File: src/rtl/rf_scb.sv
// Register file with NRD combinational read ports, one write port and a
// per-register pending scoreboard. Define RF_BYPASS_EN for same-cycle write-through.
module rf_scb #(
  parameter int DW  = 32,
  parameter int AW  = 5,
  parameter int NRD = 2
) (
  input  logic              clk,
  input  logic              rst_n,
  input  logic [NRD*AW-1:0] rd_addr,
  output logic [NRD*DW-1:0] rd_data,
  output logic [NRD-1:0]    rd_busy,
  input  logic              wr_en,
  input  logic [AW-1:0]     wr_addr,
  input  logic [DW-1:0]     wr_data,
  input  logic              iss_en,
  input  logic [AW-1:0]     iss_addr,
  input  logic              flush,
  input  logic [AW-1:0]     dbg_sel,
  output logic [DW-1:0]     dbg_data,
  output logic [AW:0]       pend_cnt
);

  localparam int NREG = 1 << AW;

  logic [DW-1:0]   rf [NREG];
  logic [NREG-1:0] pend;
  logic [NREG-1:0] pend_nxt;
  logic [AW:0]     pend_cnt_nxt;
  logic            wr_hit;

  assign wr_hit = wr_en && (wr_addr != '0);

  // Issue is applied after the write clear so a same-cycle claim on the
  // register being written leaves it pending.
  always_comb begin
    pend_nxt = pend;
    if (wr_hit)
      pend_nxt[wr_addr] = 1'b0;
    if (flush)
      pend_nxt = '0;
    else if (iss_en && (iss_addr != '0))
      pend_nxt[iss_addr] = 1'b1;
    pend_nxt[0] = 1'b0;
  end

  always_comb begin
    pend_cnt_nxt = '0;
    for (int unsigned i = 0; i < NREG; i++)
      pend_cnt_nxt = pend_cnt_nxt + {{AW{1'b0}}, pend_nxt[i]};
  end

  always_ff @(posedge clk or negedge rst_n) begin
    if (!rst_n) begin
      for (int unsigned i = 0; i < NREG; i++)
        rf[i] <= '0;
      pend     <= '0;
      pend_cnt <= '0;
    end else begin
      if (wr_hit)
        rf[wr_addr] <= wr_data;
      pend     <= pend_nxt;
      pend_cnt <= pend_cnt_nxt;
    end
  end

  always_comb begin
    logic [AW-1:0] ra;
    rd_data = '0;
    rd_busy = '0;
    for (int unsigned k = 0; k < NRD; k++) begin
      ra = rd_addr[k*AW +: AW];
      if (ra != '0) begin
        rd_data[k*DW +: DW] = rf[ra];
        rd_busy[k]          = pend[ra];
      end
`ifdef RF_BYPASS_EN
      if (rst_n && wr_hit && (wr_addr == ra)) begin
        rd_data[k*DW +: DW] = wr_data;
        rd_busy[k]          = 1'b0;
      end
`endif
    end
  end

  assign dbg_data = (dbg_sel != '0) ? rf[dbg_sel] : '0;

endmodule

File: config.mk
export PLATFORM = sky130hd
export DESIGN_NAME = rf_scb
export DESIGN_NICKNAME = d
export VERILOG_FILES = /design/src/rtl/rf_scb.sv
export SDC_FILE = /design/constraint.sdc
export NUM_CORES = 2
export LEC_CHECK = 0
export ABC_CLOCK_PERIOD_IN_PS = 8900
export BUFFER_PORTS_ARGS = -buffer_cell sky130_fd_sc_hd__buf_2
export CORE_MARGIN = 1.5
export CORE_UTILIZATION = 50
export DETAILED_ROUTE_END_ITERATION = 10
export PLACE_DENSITY = 0.66
export SLEW_MARGIN = 20
export SYNTH_ARGS = -nofsm -noshare
export SYNTH_HDL_FRONTEND = slang
export SYNTH_SLANG_ARGS = --single-unit
File: constraint.sdc
create_clock -name clk -period 8.9 [get_ports clk]
set_input_delay 1.335 -clock clk [delete_from_list [all_inputs] [get_ports clk]]
set_output_delay 1.335 -clock clk [all_outputs]
set_load 0.02 [all_outputs]
# Word level (Yosys, flattened, before mapping)
# Index checks and enable logic that the tools add are counted.
[op_classes] magnitude_cmp=11 mux=28 n_reduce_logical=10 n_bitwise=7 add_sub_neg=30
[ops] cell="$bwmux 1024" count=1
[ops] cell="$bmux 32 s5" count=3
[ops] cell="$mux 32" count=13
[ops] cell="$demux 32 s5" count=1
[ops] cell="$add 6x1->6" count=25
[ops] cell="$and 32x32->32" count=1
[ops] cell="$not 32->32" count=1
[ops] cell="$or 32x32->32" count=1
[ops] cell="$reduce_bool 5->1" count=5
[ops] cell="$ge 6x6->1 const B" count=4
[ops] cell="$lt 5x6->1 const B" count=4
[ops] cell="$not 5->6" count=4
[ops] cell="$bmux 1 s5" count=2
[ops] cell="$demux 1 s5" count=2
[ops] cell="$ge 5x1->1 const B" count=2
[ops] cell="$add 5x1->6" count=1
[ops] cell="$lt 6x1->1 const B" count=1
[ops] cell="$mux 1" count=6
[ops] cell="$add 4x1->5" count=1
[ops] cell="$logic_and 1x1->1" count=5
[ops] cell="$add 3x1->4" count=1
[ops] cell="$add 2x1->3" count=1
[ops] cell="$add 1x1->2" count=1
[totals] out_inout_bits=104 inputBits=62 regBits=1061 elab_cells=120

# Longest topological paths before layout
[logic_depth] ltp_word=40 mapped_depth=22 mapped_depth_nobuf=19

# Worst setup path after synthesis
# No wires, ideal clock.
[synth_timing] path_kind="input to register" start="input port wr_addr[0]" end="register pend_cnt[4]" setup_ns=0.080 t_arrival_ns=6.635 path_slack_ns=2.185 stages=19 path_buffers=3 required_ns=8.820 path_cell_list="buf_2 > and3b_1 > buf_2 > and2_1 > clkbuf_1 > nand2b_1 > a21o_1 > fa_1 > fa_1 > fa_1 > fa_1 > fa_1 > inv_1 > fa_1 > fa_1 > fa_1 > a21o_1 > a21oi_1 > xnor2_1"
[synth_between] elab_chain_len=40
[synth_rtl] item="start, declared" line="14" text="input logic [AW-1:0] wr_addr,"
[synth_rtl] item="$lt 5x6->1 (not written as such) or $ge 5x1->1 (tied branches)" line="39" text="pend_nxt[wr_addr] = 1'b0;"
[synth_rtl] item="$logic_and 1x1->1 (not written as such)" line="39"
[synth_rtl] item="$mux 1 (not written as such)" line="39"
[synth_rtl] item="$demux 1 s5" line="39"
[synth_rtl] item="$not 32->32 (no line)"
[synth_rtl] item="$and 32x32->32 (no line)"
[synth_rtl] item="$mux 32 *" line="38" text="if (wr_hit)"
[synth_rtl] item="$or 32x32->32 (no line)"
[synth_rtl] item="[... 2 more ...]"
[synth_rtl] item="$add 1x1->2" line="50" text="pend_cnt_nxt = pend_cnt_nxt + {{AW{1'b0}}, pend_nxt[i]};"
[synth_rtl] item="$add 2x1->3" line="50"
[synth_rtl] item="$add 3x1->4" line="50"
[synth_rtl] item="$add 4x1->5" line="50"
[synth_rtl] item="$add 5x1->6" line="50"
[synth_rtl] item="$add 6x1->6 (24 in a row)" line="50"
[synth_rtl] item="$add 6x1->6 *" line="50"
[synth_rtl] item="net pend_cnt_nxt[4]" line="29" text="logic [AW:0] pend_cnt_nxt;"
[synth_rtl] item="end signal, assigned" line="63" text="pend_cnt <= pend_cnt_nxt;"
[synth_rtl] item="end, declared" line="21" text="output logic [AW:0] pend_cnt"
# Mark *: on every way through the listed nets, which the timed path passes. The rest lies on a longest branch.
# A chain may end at the register's enable or synchronous reset.

# Worst setup path after layout
[layout_timing] start="input port rd_addr[4]" end="output port rd_data[2]"
[layout_between] elab_chain_len=5
[layout_rtl] item="start, declared" line="10" text="input logic [NRD*AW-1:0] rd_addr,"
[layout_rtl] item="$not 5->6 (not written as such)" line="74" text="rd_data[k*DW +: DW] = rf[ra];"
[layout_rtl] item="$bmux 32 s5" line="74"
[layout_rtl] item="$mux 32 (not written as such) (2 in a row)" line="74"
[layout_rtl] item="$mux 32 *" line="73" text="if (ra != '0) begin"
[layout_rtl] item="end, declared" line="11" text="output logic [NRD*DW-1:0] rd_data,"
# Mark *: on every way between the ends. The rest lies on a longest branch, timed or not. The select of a mux whose other input is x is not followed.

==> results.sh <==
export IMPL_status="finished clean"
export IMPL_clockBufferDepth=3
export IMPL_setup_slack_ns=2.23
export IMPL_tightest_slew_ns=1.29
export IMPL_critPathKind="in -> out"
export IMPL_firstDrtPassIters=8
export IMPL_cts_tree="done"
export IMPL_wirelength_met1_um=94800
export IMPL_gr_total_overflow=0
export IMPL_htreeDepth=3
export IMPL_placed_area_um2=67800
export IMPL_whs_ns=0.420
export IMPL_vdd_drop_max_v=0.000186
export IMPL_viasPerCell=7.47
export IMPL_hold_class="reg -> reg"
export IMPL_hold_buffers=0
export IMPL_ys_seq_elements=1061
export IMPL_postCtsResizedCells=0
export IMPL_fmaxAchievable_ghz=0.150
export IMPL_cts_setup_buffers=0
export IMPL_worstSetupEndpointType="primary output"
export IMPL_ios=166
export IMPL_p_sw_mw=4.65
export IMPL_synth_yosys_seq_area_share_pct=40.0
export IMPL_synth_nets=4832
export IMPL_area_growth_pct=8.38
export IMPL_numClockSinks=1061
export IMPL_p_leak_nw=30.5
export IMPL_drive_gt1_share_pct=47.6
export IMPL_cp_required_ns=7.57
export IMPL_maxUsedRoutingLayer="met5"
export IMPL_netlist_instances=4740
export IMPL_rsz0062_at_grt="no"
export IMPL_die_area_um2=135000
export IMPL_chipWidth_um=367
export IMPL_synth_warning_count=0
export IMPL_core_um2=132000
export IMPL_gr_usage_all_layers_pct=36.3
export IMPL_start_util_pct=50.4
export IMPL_r2r_slack_ns=3.70
export IMPL_p_per_area_nw_per_um2=215
export IMPL_wl_met3_um=31300
export IMPL_wl_per_cell_um=38.3
export IMPL_num_rows=133
export IMPL_relSlewSlack_pct=13.3
export IMPL_finalCritPeriodShare_pct=75.0
export IMPL_antenna_left=0
export IMPL_nets=4655
export IMPL_p_seq_share_pct=42.9
export IMPL_crit_path_max_fanout=33
export IMPL_netlist_area_um2=66400
export IMPL_slew_violations=0
export IMPL_port_buffers=165
export IMPL_crit_path_start_kind="primary input"
export IMPL_async_flop_share_pct=100
export IMPL_fin_worst_skew_ns=0.00935
export IMPL_clk_pin_slew_worst_paths_ns=0.06
export IMPL_clk_latency_ns=0.74
export IMPL_grt_pass1_vias=47700
export IMPL_tns_ns=0
export IMPL_numCtsBuffers=115
export IMPL_grt_pass1_wl_um=352000
export IMPL_finalHoldViolCount=0
export IMPL_dp_hpwl_um=137000
export IMPL_antenna_found_initial=26
export IMPL_design_power_total_mw=15.4
export IMPL_synth_edff_count=0
export IMPL_dr_wl_met2_um=106000
export IMPL_switching_share_pct=30.1
export IMPL_synth_most_common_cell="mux2_2"
export IMPL_stdcell_area_um2=71900
export IMPL_power_frac_clock_pct=33.2
export IMPL_synth_area_per_cell_um2=14.0
export IMPL_place_ws_ns=1.98
export IMPL_root_buffer="clkbuf_16"
export IMPL_drv_cap=0
export IMPL_drtIter0Drc=7356
export IMPL_layout_min_cycle_time_ns=6.67
export IMPL_netlist_area_leader_share_pct=40.0
export IMPL_synth_cell_types=52
export IMPL_route_detailed_drc=0
export IMPL_p_comb_share_pct=23.9
export IMPL_wl_um=246000
export IMPL_vias=48000
export IMPL_routabilityCongestion=0.919
export IMPL_synth_area_leaders="dfrtp_1, mux4_2, mux2_2, mux2i_1, clkbuf_1"
export IMPL_setup_violations_final=0
export IMPL_die_h_um=367
export IMPL_synthTopCellsByCount="mux2_2, dfrtp_1, mux4_2, mux2i_1, clkbuf_1"
export IMPL_power_internal_mw=10.8
export IMPL_grt_max_degree=144
export IMPL_worstPathArrival_ns=5.34
export IMPL_synth_largest_area_cell="dfrtp_1"
export IMPL_synth_main_ff_cell="dfrtp_1"
worst max-delay path: stages:
cell,delay (ns)
buf_2,0.07
buf_4,0.44
or2_2,0.89
or4_4,0.89
o21ai_0,0.22
a311oi_1,0.96
buf_2,0.38
per-stage QoR:
stage                     std cells  util, %
after floorplan                4740        -
after global placement         6199     51.5
after detailed placement       6200     51.5
after CTS                      6411     54.6
after global routing           6425     54.6
final                          6433     54.6
logic make-up (layout without fill, tap and decap cells):
family | count (synthesis) | count (layout) | share of synthesized area (%)
AOI/OAI and AO/OA | 643 | 643 | 7.31
xor gates and xnor gates | 3 | 3 | 0.0396
adders and majority gates | 30 | 30 | 0.826
buffers and inverters | 591 | 508 | 4.62
DFF | 1061 | 1061 | 40.0
muxes | 2068 | 2068 | 44.5
other | 0 | 21 | 0
and+or+nand+nor | 344 | 344 | 2.73
power groups by stage:
stage | combinational (mW) | sequential [mW] | clock (mW)
after floorplan | 2.78 | 6.35 | 0
after global placement | 3.56 | 6.59 | 0
after detailed placement | 3.63 | 6.65 | 0
after CTS | 3.64 | 6.56 | 5.16
after global routing | 3.89 | 6.73 | 5.35
final | 3.69 | 6.62 | 5.13
registers in the layout (all words and copies together), names as in the netlist:
register  flops
pend_cnt      6
pend         31
rf         1024
metal layers:
metal  global-route usage [%]  vias to the layer above
met5                     1.28                        -
met4                     19.9                       10
met3                     12.5                      754
met2                     51.2                     3414
met1                     49.0                    25500
li1                         -                    18400
cell type report:
| cell class | count | area (um2) |
|---|---|---|
| tap | 1755 | 2200 |
| multi-input combinational | 3088 | 37100 |
| antenna | 21 | 52.6 |
| clock inverter | 40 | 512 |
| clock buffer | 171 | 3510 |
| inverter | 19 | 76.3 |
| fill | 10700 | 59700 |
| timing repair buffer | 278 | 1980 |
| sequential | 1061 | 26600 |
cell usage in the layout, fill, tap and decap left out, types with 95 or more instances in the layout:
cell type and count:
a211oi_1 95, dfrtp_1 1061, buf_4 98, clkbuf_16 117
o21ai_0 96, a22oi_1 102, mux4_2 562, buf_2 154
mux2_2 1081, nand2_1 128, mux2i_1 388
path summary, 6_finish.rpt:
| check | startpoint | end | cells after the start |
|---|---|---|---|
| max in group asynchronous | rst_n | rf[413]$_DFFE_PN0P_ | 3 |
| max reg2reg | pend[6]$_DFF_PN0_ | pend_cnt[4]$_DFF_PN0_ | 14 |
| min | rf[1006]$_DFFE_PN0P_ | rf[1006]$_DFFE_PN0P_ | 0 |
| min in group asynchronous | rst_n | rf[684]$_DFFE_PN0P_ | 1 |
| max | rd_addr[4] | rd_data[2] | 7 |
| min reg2reg | rf[1006]$_DFFE_PN0P_ | rf[1006]$_DFFE_PN0P_ | 0 |
No activity file was read; power rests on OpenSTA's default activity.
